### config.mk
export PLATFORM = sky130hd
export DESIGN_NAME = clint
export DESIGN_NICKNAME = d
export VERILOG_FILES = /design/src/rtl/clint.sv
export SDC_FILE = /design/constraint.sdc
export NUM_CORES = 1
export LEC_CHECK = 0
export CORE_ASPECT_RATIO = 1.75
export CORE_MARGIN = 1
export CORE_UTILIZATION = 53
export CTS_CLUSTER_SIZE = 28
export DETAILED_ROUTE_END_ITERATION = 12
export PLACE_DENSITY = 0.84
export SLEW_MARGIN = 20
export SYNTH_ARGS = -nofsm -noshare
export SYNTH_HDL_FRONTEND = slang
export SYNTH_SLANG_ARGS = --single-unit
export TNS_END_PERCENT = 10
### constraint.sdc
create_clock -name clock -period 5.3 [get_ports clock]
set_clock_uncertainty 0.05 [all_clocks]
set_input_delay 1.06 -clock clock [delete_from_list [all_inputs] [get_ports clock]]
set_output_delay 1.06 -clock clock [all_outputs]
set_load 0.02 [all_outputs]
### src/rtl/clint.sv
// CLINT: memory-mapped msip/ssip software interrupt bits plus the 64-bit mtime/mtimecmp pair.
// Each bus access takes two cycles: a request edge, then a one-cycle ack carrying registered read data.
module clint #(
    parameter int DATA_SIZE             = 32,
    parameter int CLOCK_CYCLES_PER_TICK = 2
) (
    input  logic                 clock,
    input  logic                 reset,
    input  logic                 rd_en,
    input  logic                 wr_en,
    input  logic [15:0]          addr,
    input  logic [DATA_SIZE-1:0] wr_data,
    output logic [DATA_SIZE-1:0] rd_data,
    output logic                 ack,
    output logic                 mem_msip,
    output logic                 mem_ssip,
    output logic [63:0]          mem_mtime,
    output logic [63:0]          mem_mtimecmp
);

    localparam int PW = (CLOCK_CYCLES_PER_TICK > 1) ? $clog2(CLOCK_CYCLES_PER_TICK) : 1;
    localparam logic [PW-1:0] PRESCALE_MAX = PW'(CLOCK_CYCLES_PER_TICK - 1);
    localparam bit WIDE = (DATA_SIZE == 64);

    typedef enum logic {
        IDLE,
        ACK
    } state_t;

    state_t                 state_q, state_d;
    logic [DATA_SIZE-1:0]   rd_data_q, rd_data_d;
    logic                   msip_q, msip_d;
    logic                   ssip_q, ssip_d;
    logic [63:0]            mtime_q, mtime_d;
    logic [63:0]            mtimecmp_q, mtimecmp_d;
    logic [PW-1:0]          prescaler_q, prescaler_d;
    logic                   tick;

    logic sel_msip, sel_ssip, sel_cmp_lo, sel_cmp_hi, sel_time_lo, sel_time_hi;
    logic [DATA_SIZE-1:0] rdata;

    // The high-half registers only exist on a 32-bit bus; misaligned addresses match nothing.
    always_comb begin
        sel_msip    = (addr == 16'h0000);
        sel_ssip    = (addr == 16'h0004);
        sel_cmp_lo  = (addr == 16'h4000);
        sel_cmp_hi  = !WIDE && (addr == 16'h4004);
        sel_time_lo = (addr == 16'hBFF8);
        sel_time_hi = !WIDE && (addr == 16'hBFFC);
    end

    always_comb begin
        rdata = '0;
        if (sel_msip)    rdata = DATA_SIZE'(msip_q);
        if (sel_ssip)    rdata = DATA_SIZE'(ssip_q);
        if (sel_cmp_lo)  rdata = mtimecmp_q[DATA_SIZE-1:0];
        if (sel_cmp_hi)  rdata = DATA_SIZE'(mtimecmp_q[63:32]);
        if (sel_time_lo) rdata = mtime_q[DATA_SIZE-1:0];
        if (sel_time_hi) rdata = DATA_SIZE'(mtime_q[63:32]);
    end

    always_comb begin
        state_d      = state_q;
        rd_data_d    = '0;
        msip_d       = msip_q;
        ssip_d       = ssip_q;
        mtimecmp_d   = mtimecmp_q;
        tick         = (prescaler_q == PRESCALE_MAX);
        prescaler_d  = tick ? '0 : prescaler_q + PW'(1);
        mtime_d      = tick ? mtime_q + 64'd1 : mtime_q;

        case (state_q)
            IDLE: begin
                if (rd_en || wr_en) begin
                    state_d = ACK;
                    if (wr_en) begin
                        if (sel_msip) msip_d = wr_data[0];
                        if (sel_ssip) ssip_d = wr_data[0];
                        if (sel_cmp_lo) begin
                            if (WIDE) mtimecmp_d = 64'(wr_data);
                            else      mtimecmp_d = {mtimecmp_q[63:32], wr_data[31:0]};
                        end
                        if (sel_cmp_hi) mtimecmp_d = {wr_data[31:0], mtimecmp_q[31:0]};
                        // A bus write to mtime overrides the tick; the untouched half keeps its old value.
                        if (sel_time_lo) begin
                            if (WIDE) mtime_d = 64'(wr_data);
                            else      mtime_d = {mtime_q[63:32], wr_data[31:0]};
                        end
                        if (sel_time_hi) mtime_d = {wr_data[31:0], mtime_q[31:0]};
                    end else begin
                        rd_data_d = rdata;
                    end
                end
            end
            ACK: begin
                state_d = IDLE;
            end
            default: begin
                state_d = IDLE;
            end
        endcase
    end

    always_ff @(posedge clock) begin
        if (!reset) begin
            state_q     <= IDLE;
            rd_data_q   <= '0;
            msip_q      <= 1'b0;
            ssip_q      <= 1'b0;
            mtime_q     <= '0;
            mtimecmp_q  <= '1;
            prescaler_q <= '0;
        end else begin
            state_q     <= state_d;
            rd_data_q   <= rd_data_d;
            msip_q      <= msip_d;
            ssip_q      <= ssip_d;
            mtime_q     <= mtime_d;
            mtimecmp_q  <= mtimecmp_d;
            prescaler_q <= prescaler_d;
        end
    end

    assign ack          = (state_q == ACK);
    assign rd_data      = rd_data_q;
    assign mem_msip     = msip_q;
    assign mem_ssip     = ssip_q;
    assign mem_mtime    = mtime_q;
    assign mem_mtimecmp = mtimecmp_q;

endmodule
==> reports/qor.yml <==
status:
  status: "finished clean"
sta:
  finalCritPeriodShare_pct: 76.0
  fmax_mhz: 248
  drv_slew: 0
  worst_pin_slew_ns: 0.885
  hold_viol: 0
  worst_slack_ns: 1.27
  fin_crit_ns: 4.03
  setup-tns-final_ns: 0
  relSlewSlack_pct: 41.0
  rsz0062_at_grt: "false"
  whs_ns: 0.431
  setup_viol: 0
yosys:
  syn_nets: 1072
  synth-edff-count: 0
  synth_area_leaders: "dfxtp_1, mux2i_1, nand2_1, nand3_1, o22a_1"
  synth_area_sq_mm: 0.00830
  synth_warnings: 0
  synth_most_common_cell: "nand2_1"
  synth_top_area_cell: "dfxtp_1"
  synth-main-ff-cell: "dfxtp_1"
  syn_inst: 1019
  synthArstFlopShare_pct: 0
  synth_seq_cells: 164
  synth.avg_cell_area_sq_um: 8.14
  synth_top_area_share_pct: 39.6
  synth_commonest_cells: "nand2_1, dfxtp_1, nand3_1, mux2i_1, nor2_1"
  synth_cell_types: 69
  ys_seq_area_share_pct: 39.6
floorplanning:
  core_sq_mm: 0.0153
  dieHeight_um: 168
  rows: 60
  dieArea_sq_mm: 0.0162
  ios: 215
  initial_core_util_pct: 54.2
  die_width_um: 96.6
hold_path:
  min-delay-start: "mem_mtimecmp[38]"
  hold_depth: 2
  hold_end: "mem_mtimecmp[38]"
  min_path_type: "reg2reg"
cts:
  cts_made_buffers: 17
  cts_root_buffer: "clkbuf_16"
  cts_buffer_depth: 2
  htreeDepth: 4
  insertion_delay_ns: 0.43
  clkTransAtPathRegs_ns: 0.07
  post_cts_buffers: 0
  clock_sinks: 164
  cts_tree: "built"
  cts_resized: 0
  cts_hold_buffers: 0
detailed_routing:
  wirelength_um: 28000
  vias_per_cell: 6.40
  num_vias: 8923
  ant_nets: 0
  wl_per_cell_um: 20.1
  first_iter_violations: 713
  dr.pass1.iters: 8
  drc: 0
critical_path:
  cp_data_required_time_ns: 5.60
  timing.rr.end: "mem_mtime[39]"
  crit_path_end_kind: "flip-flop"
  start_kind: "input pin"
  reg2reg_slack_ns: 2.09
  rr_worst_depth: 6
  crit_arrival_ns: 4.32
  timing_worst_setup_path_type: "in2reg"
  crit_fanout: 54
  rr_startpoint: "mem_mtime[5]"
global_route:
  grt.total_usage_pct: 35.0
  grt_pass1_vias: 8588
  grt_pass1_wl_um: 43900
  overflow: 0
  grt_max_degree: 82
  antenna_found_initial: 0
layout:
  final_nets: 1248
  final_util_pct: 72.1
  area_delta_synth_final_pct: 33.0
  final_layout_size_suffix_gt1_share_pct: 6.46
  diodes: 0
power_and_ir_drop:
  power_mw: 2.53
  p_seq_share_pct: 48.9
  power_density_mw_per_mm2: 229
  clkPwrFrac_pct: 45.6
  switching_share_pct: 24.4
  p_sw_mw: 0.616
  p_leak_nw: 4.08
  p_comb_share_pct: 5.4
  p_int_mw: 1.91
  ir_drop_v: 0.000196
placement:
  routabilityCongestion: 0.975
  dp_hpwl_um: 18800
  dp_slack_ns: 0.874
  port_buffers: 214
job:
  maxCapViolCount: 0
final cells by class:
type,count,area (sq um)
Clock buffer,20,447
Clock inverter,12,96.3
Fill cell,1236,4270
Inverter,9,33.8
Multi-Input combinational cell,772,4670
Sequential cell,164,3280
Tap cell,186,233
Timing Repair Buffer,231,2270
per-stage QoR:
step                cell area [sq um]  instances
finish                          11000       1394
global route                    11000       1394
CTS                             11000       1394
detailed placement              10500       1362
global placement                10500       1362
floorplan                        8300       1019
worst max-delay path by stage:
stage | start | cells after the start | endpoint
after CTS | addr[14] | 7 | mem_mtime[60]
after detailed placement | addr[14] | 7 | mem_mtime[60]
after floorplan | addr[14] | 8 | mem_mtime[7]
after global placement | addr[14] | 7 | mem_mtime[60]
after global routing | addr[14] | 7 | mem_mtime[5]
final | addr[14] | 7 | mem_mtime[60]
cells by family (layout without fill, tap and decap cells):
logic type,count (synthesis),in the layout,share of synthesized area (%)
buf+inv,83,272,4.28
simple gates,481,481,28.8
fa+ha+maj,1,1,0.151
xor+xnor,17,17,1.79
compound gates,194,194,15.7
flops,164,164,39.6
mux,79,79,9.78
cells in the final DEF, fill, tap and decap left out, types with 5 or more instances in the layout:
cell type,Yosys,routed
clkbuf_16,0,17
nor4_1,17,17
mux2_2,7,7
dfxtp_1,164,164
o21ai_0,31,31
o22ai_1,10,10
nand3_1,95,95
or3_1,9,9
and3_1,14,14
o211ai_1,5,5
xnor2_1,12,12
a31oi_1,16,16
mux2i_1,71,71
buf_4,5,17
a22oi_1,18,18
nor2_1,62,60
a21oi_1,46,46
nand4_1,31,31
o22a_1,32,32
xor2_1,5,5
or4_1,7,7
nor3_1,24,23
inv_1,8,8
clkdlybuf4s50_1,0,212
nand2_1,181,181
worst max-delay path, cell delays in order:
cell and delay (ns):
clkdlybuf4s50_1 0.50, or4b_1 0.61, or4_1 0.80, nor2_8 0.70, nor4_1 0.20, a31o_2 0.29
a31oi_1 0.15
metal layers:
layer  up-vias  part of all wire (%)  wire [um]  global-route usage, %
li1       4070                     -          -                      -
met1      4175                    37      10200                   40.5
met2       545                    50      14000                   58.5
met3       133                   7.7       2170                   6.22
met4         0                   5.6       1570                   21.0
met5         -                     0          0                      0
state kept, by name (all words and copies together), names as in the netlist:
signal,count
rd_data,32
mem_mtimecmp,64
prescaler_q,1
mem_ssip,1
mem_msip,1
mem_mtime,64
ack,1
power groups by stage:
stage | logic [mW] | registers, mW | clock network (mW)
final | 0.138 | 1.24 | 1.15
after global routing | 0.145 | 1.24 | 1.22
after CTS | 0.135 | 1.24 | 1.15
after detailed placement | 0.135 | 1.27 | 0
after global placement | 0.134 | 1.27 | 0
after floorplan | 0.0616 | 1.27 | 0
No activity file was read; power rests on OpenSTA's default activity.
